## src/rtl/lif_membrane_update_if.sv

```systemverilog
// ============================================================================
// Module      : lif_membrane_update_if
// Description : Bundles the time-step strobe, the input operands, the
//               decay_potential return path and the neuron outputs of the
//               LIF membrane update stage.
// Revision    : 1.0 - initial release
// ============================================================================
`default_nettype none

interface lif_membrane_update_if #(
  parameter int N_STAGE  = 10,
  parameter int REFRAC_W = 4
);
  localparam int W = N_STAGE + 2;

  logic                step;
  logic [W-1:0]        current;
  logic [W-1:0]        threshold;
  logic [REFRAC_W-1:0] refrac_cycles;
  logic [W-1:0]        beta_u;
  logic [W-1:0]        u;
  logic                spike;
  logic                refractory;

  // Upstream side: supplies the step operands and the decayed potential.
  modport master (
    output step, current, threshold, refrac_cycles, beta_u,
    input  u, spike, refractory
  );

  // Neuron side: consumes the operands and owns the membrane state.
  modport slave (
    input  step, current, threshold, refrac_cycles, beta_u,
    output u, spike, refractory
  );
endinterface

`default_nettype wire

```

## src/rtl/lif_membrane_update.sv

```systemverilog
// ============================================================================
// Module      : lif_membrane_update
// Description : Membrane register and update stage of a leaky
//               integrate-and-fire neuron. Each step adds the input current
//               to the decayed potential with saturation, fires when the
//               threshold is reached and then sits out refrac_cycles steps.
//               Optional macro SUBTRACT_RESET_EN: on fire keep the residual
//               charge (u <= nxt - threshold) instead of resetting to zero.
// Revision    : 1.0 - initial release
// ============================================================================
`default_nettype none

module lif_membrane_update #(
  parameter int N_STAGE  = 10,
  parameter int REFRAC_W = 4
) (
  input  wire logic             clk,
  input  wire logic             rst_n,
  lif_membrane_update_if.slave  bus
);

  localparam int W = N_STAGE + 2;

  localparam logic [0:0]          c_INTEGRATE  = 1'b0;
  localparam logic [0:0]          c_REFRACTORY = 1'b1;
  localparam logic [REFRAC_W-1:0] c_RC_ONE     = {{(REFRAC_W-1){1'b0}}, 1'b1};

  logic [0:0]          r_state, w_state_nxt;
  logic [W-1:0]        r_u, w_u_nxt;
  logic                r_spike, w_spike_nxt;
  logic [REFRAC_W-1:0] r_rc, w_rc_nxt;

  logic [W:0]   w_sum;
  logic [W-1:0] w_sat;
  logic [W-1:0] w_fire_u;
  logic         w_fire;

  // One extra bit on the sum so overflow clamps instead of wrapping.
  assign w_sum  = {1'b0, bus.beta_u} + {1'b0, bus.current};
  assign w_sat  = w_sum[W] ? {W{1'b1}} : w_sum[W-1:0];
  assign w_fire = (w_sat >= bus.threshold);

`ifdef SUBTRACT_RESET_EN
  // Reset-by-subtraction; w_fire guarantees w_sat >= threshold.
  assign w_fire_u = w_sat - bus.threshold;
`else
  assign w_fire_u = {W{1'b0}};
`endif

  // State and datapath registers; async assert, sync release upstream.
  always_ff @(posedge clk or negedge rst_n) begin
    if (!rst_n) begin
      r_state <= c_INTEGRATE;
      r_u     <= {W{1'b0}};
      r_spike <= 1'b0;
      r_rc    <= {REFRAC_W{1'b0}};
    end else begin
      r_state <= w_state_nxt;
      r_u     <= w_u_nxt;
      r_spike <= w_spike_nxt;
      r_rc    <= w_rc_nxt;
    end
  end

  // Next-state: enter refractory on a fire with a nonzero period, leave on the last step.
  always_comb begin
    w_state_nxt = r_state;
    if (bus.step) begin
      case (r_state)
        c_INTEGRATE: begin
          if (w_fire && (bus.refrac_cycles != {REFRAC_W{1'b0}}))
            w_state_nxt = c_REFRACTORY;
        end
        default: begin
          if (r_rc == c_RC_ONE)
            w_state_nxt = c_INTEGRATE;
        end
      endcase
    end
  end

  // Datapath: integrate/fire in INTEGRATE, decay-only countdown in REFRACTORY.
  always_comb begin
    w_u_nxt     = r_u;
    w_spike_nxt = 1'b0;
    w_rc_nxt    = r_rc;
    if (bus.step) begin
      if (r_state == c_INTEGRATE) begin
        if (w_fire) begin
          w_spike_nxt = 1'b1;
          w_u_nxt     = w_fire_u;
          if (bus.refrac_cycles != {REFRAC_W{1'b0}})
            w_rc_nxt = bus.refrac_cycles;
        end else begin
          w_u_nxt = w_sat;
        end
      end else begin
        w_u_nxt  = bus.beta_u;
        w_rc_nxt = r_rc - c_RC_ONE;
      end
    end
  end

  assign bus.u          = r_u;
  assign bus.spike      = r_spike;
  assign bus.refractory = (r_state == c_REFRACTORY);

endmodule

`default_nettype wire
```

## src/flat_wrapper.sv

```systemverilog
// flat-port wrapper written by rule: the top's interface ports become plain ports
module lif_membrane_update_flat 
#(
  parameter int N_STAGE  = 10,
  parameter int REFRAC_W = 4
)
  (clk, rst_n, bus_step, bus_current, bus_threshold, bus_refrac_cycles, bus_beta_u, bus_u, bus_spike, bus_refractory);
  lif_membrane_update_if #(.N_STAGE(N_STAGE), .REFRAC_W(REFRAC_W)) bus_i ();
  input  wire logic clk;
  input  wire logic rst_n;
  input wire logic [$bits(bus_i.step)-1:0] bus_step;
  input wire logic [$bits(bus_i.current)-1:0] bus_current;
  input wire logic [$bits(bus_i.threshold)-1:0] bus_threshold;
  input wire logic [$bits(bus_i.refrac_cycles)-1:0] bus_refrac_cycles;
  input wire logic [$bits(bus_i.beta_u)-1:0] bus_beta_u;
  output wire logic [$bits(bus_i.u)-1:0] bus_u;
  output wire logic [$bits(bus_i.spike)-1:0] bus_spike;
  output wire logic [$bits(bus_i.refractory)-1:0] bus_refractory;
  assign bus_i.step = bus_step;
  assign bus_i.current = bus_current;
  assign bus_i.threshold = bus_threshold;
  assign bus_i.refrac_cycles = bus_refrac_cycles;
  assign bus_i.beta_u = bus_beta_u;
  assign bus_u = bus_i.u;
  assign bus_spike = bus_i.spike;
  assign bus_refractory = bus_i.refractory;
  lif_membrane_update #(.N_STAGE(N_STAGE), .REFRAC_W(REFRAC_W)) u_core (.clk(clk), .rst_n(rst_n), .bus(bus_i));
endmodule
```

## config.mk

```make
export PLATFORM = sky130hd
export DESIGN_NAME = lif_membrane_update_flat
export DESIGN_NICKNAME = d
export VERILOG_FILES = /design/src/rtl/lif_membrane_update_if.sv /design/src/rtl/lif_membrane_update.sv /design/src/flat_wrapper.sv
export SDC_FILE = /design/constraint.sdc
export NUM_CORES = 1
export LEC_CHECK = 0
export BUFFER_PORTS_ARGS = -buffer_cell sky130_fd_sc_hd__buf_2
export CAP_MARGIN = 20
export CORE_ASPECT_RATIO = 0.75
export CORE_MARGIN = 10
export CORE_UTILIZATION = 55
export CTS_CLUSTER_SIZE = 16
export DETAILED_ROUTE_END_ITERATION = 7
export GPL_ROUTABILITY_DRIVEN = 0
export PLACE_DENSITY_LB_ADDON = 0.12
export SLEW_MARGIN = 5
export SYNTH_ARGS = -nofsm -noshare
export SYNTH_HDL_FRONTEND = slang
export SYNTH_SLANG_ARGS = --single-unit
```

## constraint.sdc

```tcl
create_clock -name clk -period 3.2 [get_ports clk]
set_clock_uncertainty 0.05 [all_clocks]
set_input_delay 0.64 -clock clk [delete_from_list [all_inputs] [get_ports clk]]
set_output_delay 0.64 -clock clk [all_outputs]
set_load 0.02 [all_outputs]
```

== Word-level counts from Yosys, hierarchy flattened ==
Index checks and enable logic that the tools add are counted.
Cells by class
  reductions and logical operators: 5
  add/sub/neg operators: 2
  equality and inequality tests: 1
  multiplexer cells: 12
  magnitude comparators: 1
Operators by type and width (count)
  12-bit two-way mux: 3
  12-bit by 12-bit adder with 13-bit output: 1
  12-bit >= comparator: 1
  4-bit two-way mux: 3
  1-bit two-way mux: 6
  4-bit by 1-bit equality test with 1-bit output, second input constant: 1
  2-bit nonzero test: 2
  4-bit nonzero test: 1
  4-bit by 1-bit subtractor with 4-bit output, second input constant: 1
  3-bit AND reduction: 1
  1-bit logical AND: 1
Word-level totals
  output and inout port bits: 14
  word-level logic and storage cells: 25
  input port bits: 43
  bits in registers: 18

== Logic depth before layout (Yosys ltp) ==
Gate-level depths: netlist (run 1).
  depth in word-level cells: 6
  mapped depth: 15
  mapped depth without buffers: 14

== Worst setup path after synthesis (run 1) ==
Ideal clock, no wire load.
  path type: input-to-reg
  from: input port bus_beta_u[0]
  to: register u_core.r_rc[0]
  data required time: 3.083 ns
  buffers on the path: 1
  stages: 15
  arrival time: 3.457 ns
  setup time: 0.067 ns
  path slack: -0.374 ns
  path through: ha_1 > fa_1 > a211oi_2 > o211ai_2 > nand2_1 > o211ai_1 > mux2_4 > ha_1 > a21o_1 > a21o_1 > a21oi_1 > o21ai_1 > buf_2 > a311o_1 > nand2_1
On the way
  word-level cells in the longest chain between the ends: 5
Ends and longest elaborated chain
  start, declared: RTL line flat_wrapper.sv:15  | input wire logic [$bits(bus_i.beta_u)-1:0] bus_beta_u;
  12-bit by 12-bit adder with 13-bit output: RTL line lif_membrane_update.sv:39  | assign w_sum = {1'b0, bus.beta_u} + {1'b0, bus.current};
  12-bit two-way mux: RTL line lif_membrane_update.sv:40  | assign w_sat = w_sum[W] ? {W{1'b1}} : w_sum[W-1:0];
  12-bit >= comparator: RTL line lif_membrane_update.sv:41  | assign w_fire = (w_sat >= bus.threshold);
  2-bit nonzero test (no source line)
  3-bit AND reduction (no source line)
  end signal, assigned: RTL line lif_membrane_update.sv:56  | r_rc <= {REFRAC_W{1'b0}};
  end signal, assigned: RTL line lif_membrane_update.sv:61  | r_rc <= w_rc_nxt;
  end, declared: RTL line lif_membrane_update.sv:31  | logic [REFRAC_W-1:0] r_rc, w_rc_nxt;
No other way between the ends.
A chain may end at the register's enable or synchronous reset.

== Final worst setup path (run 1) ==
  from: input port bus_current[0]
  to: register u_core.r_rc[2]
On the way
  word-level cells in the longest chain between the ends: 5
Ends and longest elaborated chain
  start, declared: RTL line flat_wrapper.sv:12  | input wire logic [$bits(bus_i.current)-1:0] bus_current;
  12-bit by 12-bit adder with 13-bit output: RTL line lif_membrane_update.sv:39
  12-bit two-way mux: RTL line lif_membrane_update.sv:40
  12-bit >= comparator: RTL line lif_membrane_update.sv:41
  2-bit nonzero test (no source line)
  3-bit AND reduction (no source line)
No other way between the ends.

==> impl_metrics.ini, run 1 <==
[final_layout]
stdcell_count = 377
nNetsFinal = 408
diodes = 0
final_util_pct = 88.4
synthToLayoutAreaGrowth_pct = 55.8
final_area_sq_um = 2870
drive_above_1_share_pct = 46.0

[yosys]
synth_edf_count = 0
yosysSeqAreaShare_pct = 24.5
synth_area_leader_cell = dfrtp_1
ys_seq_elements = 18
synth.distinct_cells = 47
netlist_top_cells_count = ha_1, a21oi_1, nand2_1, a21o_1
dominantRegCellSynth = dfrtp_1
synth_area_leaders = dfrtp_1, ha_1, a21o_1, a21oi_1, nand2_1
synth_top_area_share_pct = 24.5
syn_nets = 298
yosys.cell_count.top_type = ha_1
syn_inst = 228
syn_area_sq_um = 1840
async_flop_share_pct = 100
synth_warnings = 0
synth_area_per_cell_sq_um = 8.07

[floorplanning]
dieArea_sq_um = 6080
core_area_sq_um = 3240
rows = 18
ioPinCount = 57
start_util_pct = 56.8
fp.dieW_um = 86.8
die_h_um = 70.1

[critical_path]
rr_endpoint = u_core.bus.u[5]$_DFFE_PN0P_
r2r_cells = 3
setup.worst_path.end_class = flop
arrival_ps = 3640
crit_slowest_cell = fa_2
path_cells = buf_8 -> ha_4 -> fa_2 -> a211oi_4 -> o211ai_2 -> nand2_2 -> o21ai_4 -> or2_1 -> ha_4 -> a211oi_2 -> o21ai_2 -> a21oi_2 -> o21ai_2 -> buf_6 -> buf_4 -> nand4b_1 -> o311ai_2
critical_path_buf_inv_count = 3
slowest_delay_ps = 360
crit_family = compound AO/OA/AOI/OAI gates
crit_fanout = 8
rrSetupSlack_ps = 1330
start_kind = input pin
r2r-start = u_core.bus.refractory$_DFFE_PN0P_
crit_required_ps = 3260
critical_path_class = in -> reg

[grt]
grt_pass1_vias = 2289
antenna_found_initial = 0
globalRouteOverflowTotal = 0
grt_first_pass_wirelength_um = 10700
globalRouteTotalUtil_pct = 20.9
grt_max_degree = 36

[sta]
fin_tns_setup_ps = -5470
setup_violations = 18
hold_violations = 0
finalMaxSlewViolations = 0
fin_crit_sh_pct = 112
timing.final.crit_period_ps = 3580
timing.hold.ws_ps = 258
worstMarginPinSlew_ps = 884
fmax_mhz = 280
maxSlewHeadroom_pct = 41.1
rsz0062_at_grt = yes
setup_ws_ps = -375

[detailed_routing]
drtAntennaViolNets = 0
drcViolationCount = 0
via_per_inst = 6.06
drt_iter0_drc = 228
dr.pass1.iters = 4
routed_wl_um = 7350
vias = 2284
routedWlPerCell_um = 19.5

[placement]
hpwl_um = 4380
dpl.cell_count = 364
postPlaceCellArea_sq_um = 2550
port_buffers = 56
pre_cts_ws_ps = -873

[hold_path]
min_path_type = in -> async

[clock_tree]
cts_tree = yes
cts_max_level = 1
cts_max_path_buffers = 2
clk_latency_ps = 260
cts_buffers = 3
root_buffer = clkbuf_8
ctsHoldBuffers = 0
clk_pin_slew_ps = 70
clock_sinks = 18

[status]
failed_checks = setup timing
status = finished with violations

[power]
seqPwrFrac_pct = 26.1
powerDensity_nw_per_um2 = 409
totalPowerFinal_mw = 1.17
power_switching_mw = 0.469
ir_drop_mv = 0.490
power.share.clock_pct = 16.3
switching_share_pct = 40.0
cellLeakagePower_nw = 1.47
p_int_mw = 0.704
combPwrFrac_pct = 57.6

[flow_run]
drv_cap = 0
## metal layers
metal | up-vias | GRT usage, % | share of wire [%]
li1 | 1037 | - | -
met3 | 47 | 4.98 | 7.8
met5 | - | 0 | 0
met1 | 1047 | 23.7 | 39
met2 | 153 | 36.1 | 47
met4 | 0 | 8.80 | 6.6
## cells in the final DEF, fill, tap and decap left out, types with 2 or more instances in the layout
cell type and instances:
buf_4 56, a211oi_2 2, a21oi_1 22, ha_1 18, mux2_4 2, buf_2 54
buf_6 2, a21oi_2 3, o21ai_0 7, nor2b_1 5, nand4_1 2, or2_1 3
a22oi_1 3, or3_1 2, nand2_1 20, nand2b_4 2, nor2_4 2, ha_4 8
a21o_1 19, clkbuf_8 4, dfrtp_1 18, nand2b_1 4, nand2_2 2, o21ai_2 2
o21ai_1 3, inv_1 17, nor2_1 17, xor2_1 2, o211ai_1 3, xnor2_1 3
a41oi_2 2, nand3_1 3
## cells by family (layout without fill, tap and decap cells)
family	after synthesis	count (layout)	share of synthesized area, %
DFF	18	18	24.5
AOI/OAI and AO/OA	79	79	28.5
muxes	4	4	2.58
and+or+nand+nor	69	70	17.9
buffers and inverters	26	134	5.44
xor gates and xnor gates	5	5	2.38
adders and majority gates	27	27	18.8
## layout make-up
type / count / area [sq um]
Tap cell: 40 / 50.0
Fill cell: 178 / 375
Inverter: 17 / 63.8
Timing Repair Buffer: 113 / 728
Multi-Input combinational cell: 185 / 1520
Sequential cell: 18 / 450
Clock buffer: 4 / 55.1
## power by group through the flow
stage | clock (mW) | sequential, mW | combinational (mW)
after CTS | 0.190 | 0.300 | 0.579
after floorplan | 0 | 0.317 | 0.305
after detailed placement | 0 | 0.303 | 0.522
final | 0.191 | 0.306 | 0.676
after global placement | 0 | 0.303 | 0.504
after global routing | 0.207 | 0.310 | 0.725
## worst reg2reg max path: stages (launching register included)
cell and delay, ps:
dfrtp_1 920, nand2b_1 460, nor2_4 120, a21o_1 210
## how the worst max path moves through the flow
stage	from	endpoint	depth (start not counted)
2_1_floorplan	bus_beta_u[0]	u_core.r_rc[0]$_DFFE_PN0P_	15
3_3_place_gp	bus_beta_u[0]	u_core.bus.u[10]$_DFFE_PN0P_	15
3_5_place_dp	bus_beta_u[0]	u_core.bus.u[8]$_DFFE_PN0P_	15
4_1_cts	bus_beta_u[0]	u_core.r_rc[0]$_DFFE_PN0P_	16
5_1_grt	bus_current[0]	u_core.r_rc[2]$_DFFE_PN0P_	17
6_report	bus_current[0]	u_core.r_rc[2]$_DFFE_PN0P_	17
## flip-flops by register name, summed over array words and instances (netlist names)
register / flops
u_core.bus.u: 12
u_core.r_rc: 4
u_core.bus.spike: 1
u_core.bus.refractory: 1
## what timing repair did
item,in CTS,in global routing
pin swaps,22,9
cloned,2,0
resized for setup,22,15
buffers inserted,4,3
setup endpoints to repair,18,18
(Power assumes the default switching activity.)
==> run 2, diff against run 1 <==
GPL_ROUTABILITY_DRIVEN = default   (was 0)
SETUP_SLACK_MARGIN = 0.5   (was default)
clock period = 4.4 ns   (was 3.2 ns; I/O delays follow)
==> impl_metrics.ini, run 2 (synthesized netlist as in run 1, its figures left out) <==
[status]
status = complete, no violations

[floorplanning]
start_util_pct = 56.8
fp.dieW_um = 86.8
ioPinCount = 57
dieArea_sq_um = 6080
die_h_um = 70.1
core_area_sq_um = 3240
rows = 18

[power]
seqPwrFrac_pct = 30.3
p_int_mw = 0.436
totalPowerFinal_mw = 0.717
powerDensity_nw_per_um2 = 304
combPwrFrac_pct = 49.9
ir_drop_mv = 0.172
switching_share_pct = 39.1
power_switching_mw = 0.280
power.share.clock_pct = 19.8
cellLeakagePower_nw = 1.21

[detailed_routing]
drtAntennaViolNets = 0
routedWlPerCell_um = 16.1
via_per_inst = 5.78
dr.pass1.iters = 4
drt_iter0_drc = 118
routed_wl_um = 5260
vias = 1885
drcViolationCount = 0

[final_layout]
mostFrequentLayoutCells = buf_2, a21oi_1, ha_1
drive_above_1_share_pct = 31.5
final_area_sq_um = 2360
final_util_pct = 72.8
stdcell_count = 326
regMostFlops = u_core.bus.u
layout_commonest_cell = buf_2
diodes = 0
synthToLayoutAreaGrowth_pct = 28.3
largestRegisters = u_core.bus.u x12, u_core.r_rc x4
nNetsFinal = 357
largest_reg_flops = 12

[sta]
finalMaxSlewViolations = 0
worstMarginPinSlew_ps = 914
hold_violations = 0
timing.final.crit_period_ps = 3840
setup_ws_ps = 558
timing.hold.ws_ps = 454
fmax_mhz = 260
fin_crit_sh_pct = 87.3
fin_tns_setup_ps = 0
setup_violations = 0
maxSlewHeadroom_pct = 39.1
rsz0062_at_grt = no

[clock_tree]
clk_pin_slew_ps = 70
cts_tree = yes
cts_buffers = 3
clock_sinks = 18
root_buffer = clkbuf_8
cts_max_level = 1
cts_max_path_buffers = 2
clk_latency_ps = 260

[placement]
port_buffers = 56
pre_cts_ws_ps = -91.5
postPlaceCellArea_sq_um = 2150
dpl.cell_count = 317
gp_congestion = 0.856
hpwl_um = 3910

[grt]
antenna_found_initial = 0
globalRouteTotalUtil_pct = 15.5
globalRouteOverflowTotal = 0
grt_pass1_vias = 1753
grt_first_pass_wirelength_um = 8070
grt_max_degree = 36

[hold_path]
min_path_type = reg -> reg
whs_path_depth = 2

[critical_path]
crit_required_ps = 4520
crit_fanout = 6
start_kind = input pin
critical_path_class = in -> reg
r2r_cells = 3
arrival_ps = 3960
setup.worst_path.end_class = flop

[flow_run]
drv_cap = 0
## run 2: cell count changes in the layout (fill, tap and decap cells not counted), sizes merged
cell / change
buf: -50
nor2: -1
## run 2: cell type report
type                       count  area [sq um]
sequential                    18           450
clock buffer                   4          55.1
inverter                      17          63.8
fill                         274           882
multi-input combinational    184          1410
tap                           40          50.0
timing repair buffer          63           334
## run 2: worst paths after layout
path,startpoint,endpoint,slack (ps)
min,u_core.bus.u[0]$_DFFE_PN0P_,u_core.bus.u[0]$_DFFE_PN0P_,450
max in group asynchronous,rst_n,u_core.r_rc[0]$_DFFE_PN0P_,3480
max reg2reg,u_core.bus.refractory$_DFFE_PN0P_,u_core.r_rc[1]$_DFFE_PN0P_,2560
min reg2reg,u_core.bus.u[0]$_DFFE_PN0P_,u_core.bus.u[0]$_DFFE_PN0P_,450
min in group asynchronous,rst_n,u_core.bus.u[11]$_DFFE_PN0P_,500
max,bus_beta_u[1],u_core.bus.u[0]$_DFFE_PN0P_,560
## run 2: layer usage
layer  track usage, %  part of all wire (%)  vias to the layer above  wire length (um)
li1                 -                     -                      935                 -
met1             21.4                    47                      881              2460
met2             23.0                    45                       61              2390
met3             4.75                   6.4                        8               339
met4             3.23                   1.4                        0                76
met5                0                     0                        -                 0
## run 2: worst max-delay path, cell delays in order
cell and delay, ps:
buf_2 130, ha_1 300, a211oi_1 290, o21a_2 220, nor2_2 70, a311oi_2 300
mux2_4 350, ha_4 220, a21o_1 160, a21o_1 190, a21oi_2 140, o21ai_2 80
buf_6 130, buf_2 150, buf_4 130, o31ai_1 200
## run 2: power groups by stage
stage                     combinational (mW)  clock, mW  sequential [mW]
after floorplan                        0.211          0            0.230
after global placement                 0.306          0            0.219
after detailed placement               0.311          0            0.220
after CTS                              0.314      0.143            0.216
after global routing                   0.400      0.151            0.221
final                                  0.358      0.142            0.217
## run 2: timing repair
action                                  in CTS  in global routing
buffers inserted                             0                  5
pin swaps                                    0                  7
endpoints found under the setup margin      11                 18
endpoints found under the hold margin        0                  0
resized for setup                            2                 21
hold buffers                                 0                  0
==> run 3, diff against run 2 <==
CORE_ASPECT_RATIO = default   (was 0.75)
==> impl_metrics.ini, run 3 (synthesized netlist as in run 1, its figures left out) <==
[final_layout]
layout_commonest_cell = buf_2
mostFrequentLayoutCells = buf_2, ha_1, a21oi_1
largest_reg_flops = 12
regMostFlops = u_core.bus.u
stdcell_count = 327
synthToLayoutAreaGrowth_pct = 21.7
largestRegisters = u_core.bus.u x12, u_core.r_rc x4
diodes = 0
nNetsFinal = 354
fillers = 277
drive_above_1_share_pct = 27.9

[critical_path]
crit_fanout = 5
start_kind = input pin
crit_required_ps = 4600
arrival_ps = 3920
crit_slowest_cell = ha_1
setup.worst_path.end_class = flop
critical_path_class = in -> reg
path_cells = buf_2 -> ha_1 -> o211ai_1 -> o21a_2 -> nor2_2 -> a311oi_2 -> mux2_4 -> ha_1 -> a21o_1 -> a21o_1 -> a21oi_2 -> o21ai_2 -> buf_2 -> a311o_1 -> nand2_1
slowest_delay_ps = 390

[grt]
antenna_found_initial = 0
grt_max_degree = 36
globalRouteOverflowTotal = 0
grt_pass1_vias = 1779
grt_first_pass_wirelength_um = 7860
globalRouteTotalUtil_pct = 15.1

[clock_tree]
cts_buffers = 3
cts_tree = yes
post_cts_buffers = 0
clk_pin_slew_ps = 120
cts_max_level = 1
cts_max_path_buffers = 2
root_buffer = clkbuf_4
clock_sinks = 18
clk_latency_ps = 300

[detailed_routing]
top_layer = met4
drtAntennaViolNets = 0
drcViolationCount = 0
wl_met3_um = 273
via_per_inst = 5.48
routed_wl_um = 4830
drt-met1-wl_um = 2240
dr.pass1.iters = 4
routedWlPerCell_um = 14.8
vias = 1793
dr_wl_met2_um = 2270
drt_iter0_drc = 54

[sta]
hold_violations = 0
rsz0062_at_grt = no
worstMarginPinSlew_ps = 852
fin_tns_setup_ps = 0
maxSlewHeadroom_pct = 43.2
fin_crit_sh_pct = 84.6
finalMaxSlewViolations = 0
fmax_mhz = 269
timing.final.crit_period_ps = 3720
setup_violations = 0

[placement]
hpwl_um = 3860
gp_congestion = 0.887
port_buffers = 56
dpl.cell_count = 322

[power]
ir_drop_mv = 0.148
cellLeakagePower_nw = 1.18
powerDensity_nw_per_um2 = 291

[floorplanning]
core_area_sq_um = 3130
dieArea_sq_um = 6060
start_util_pct = 58.8
ioPinCount = 57
rows = 20
die_h_um = 77.9
fp.dieW_um = 77.9

[flow_run]
drv_cap = 0

[status]
status = complete, no violations

[hold_path]
min_path_type = in -> async
[run 3: cell types whose count changed in the layout (fill, tap and decap cells not counted), moves of 2 or more]
cell	before	now
ha_1	22	25
clkbuf_8	4	1
ha_4	3	0
clkbuf_4	0	3
buf_4	5	3
[run 3: final timing paths]
check | start | endpoint | slack [ps] | cells after the start
setup reg to reg | u_core.bus.refractory$_DFFE_PN0P_ | u_core.r_rc[3]$_DFFE_PN0P_ | 2620 | 3
min in group clk | u_core.bus.u[0]$_DFFE_PN0P_ | u_core.bus.u[0]$_DFFE_PN0P_ | 470 | 2
hold reg to reg | u_core.bus.u[0]$_DFFE_PN0P_ | u_core.bus.u[0]$_DFFE_PN0P_ | 470 | 2
hold / removal | rst_n | u_core.bus.u[0]$_DFFE_PN0P_ | 450 | 1
max in group asynchronous | rst_n | u_core.bus.u[8]$_DFFE_PN0P_ | 3540 | 1
setup / recovery | bus_beta_u[2] | u_core.r_rc[0]$_DFFE_PN0P_ | 680 | 15
[run 3: timing repair]
item                       in CTS  in global routing
gates cloned                    0                  1
pin swaps                       0                  5
gates resized for setup         1                  9
hold buffers                    0                  0
setup endpoints to repair       1                 17
[run 3: where the power goes]
group / internal [mW] / switching (mW)
Combinational: 0.145 / 0.179
Sequential: 0.194 / 0.0234
Clock: 0.0505 / 0.0603
Total: 0.390 / 0.262
[run 3: critical path: cells and delay by family]
family / cells / cell delay (ps)
AO/OA/AOI/OAI: 8 / 1630
adder cells (fa/ha/maj): 2 / 680
multiplexers: 1 / 340
buffers and inverters: 2 / 260
AND/OR/NAND/NOR: 2 / 120
[run 3: area by class of cell]
class	instances	area (sq um)	share of cell area [%]
multi-input combinational	184	1330	59.2
sequential	18	450	20.1
timing repair buffer	60	308	13.7
clock buffer	4	36.3	1.62
tap	44	55.1	2.46
inverter	17	63.8	2.85
[run 3: metrics by stage]
stage	hold slack [ps]	util [%]	power, mW	area, sq um	setup WS (ps)
2_1_floorplan	475	-	0.441	1840	586
3_3_place_gp	437	69.1	0.523	2160	249
3_5_place_dp	441	69.1	0.531	2160	138
4_1_cts	466	70.3	0.641	2200	524
5_1_grt	470	71.6	0.704	2240	520
6_report	450	71.6	0.652	2240	676
[run 3: routing by layer]
layer,vias up,global-route usage (%)
met2,46,25.1
li1,927,-
met4,0,4.20
met5,-,0
met3,4,4.03
met1,816,18.6
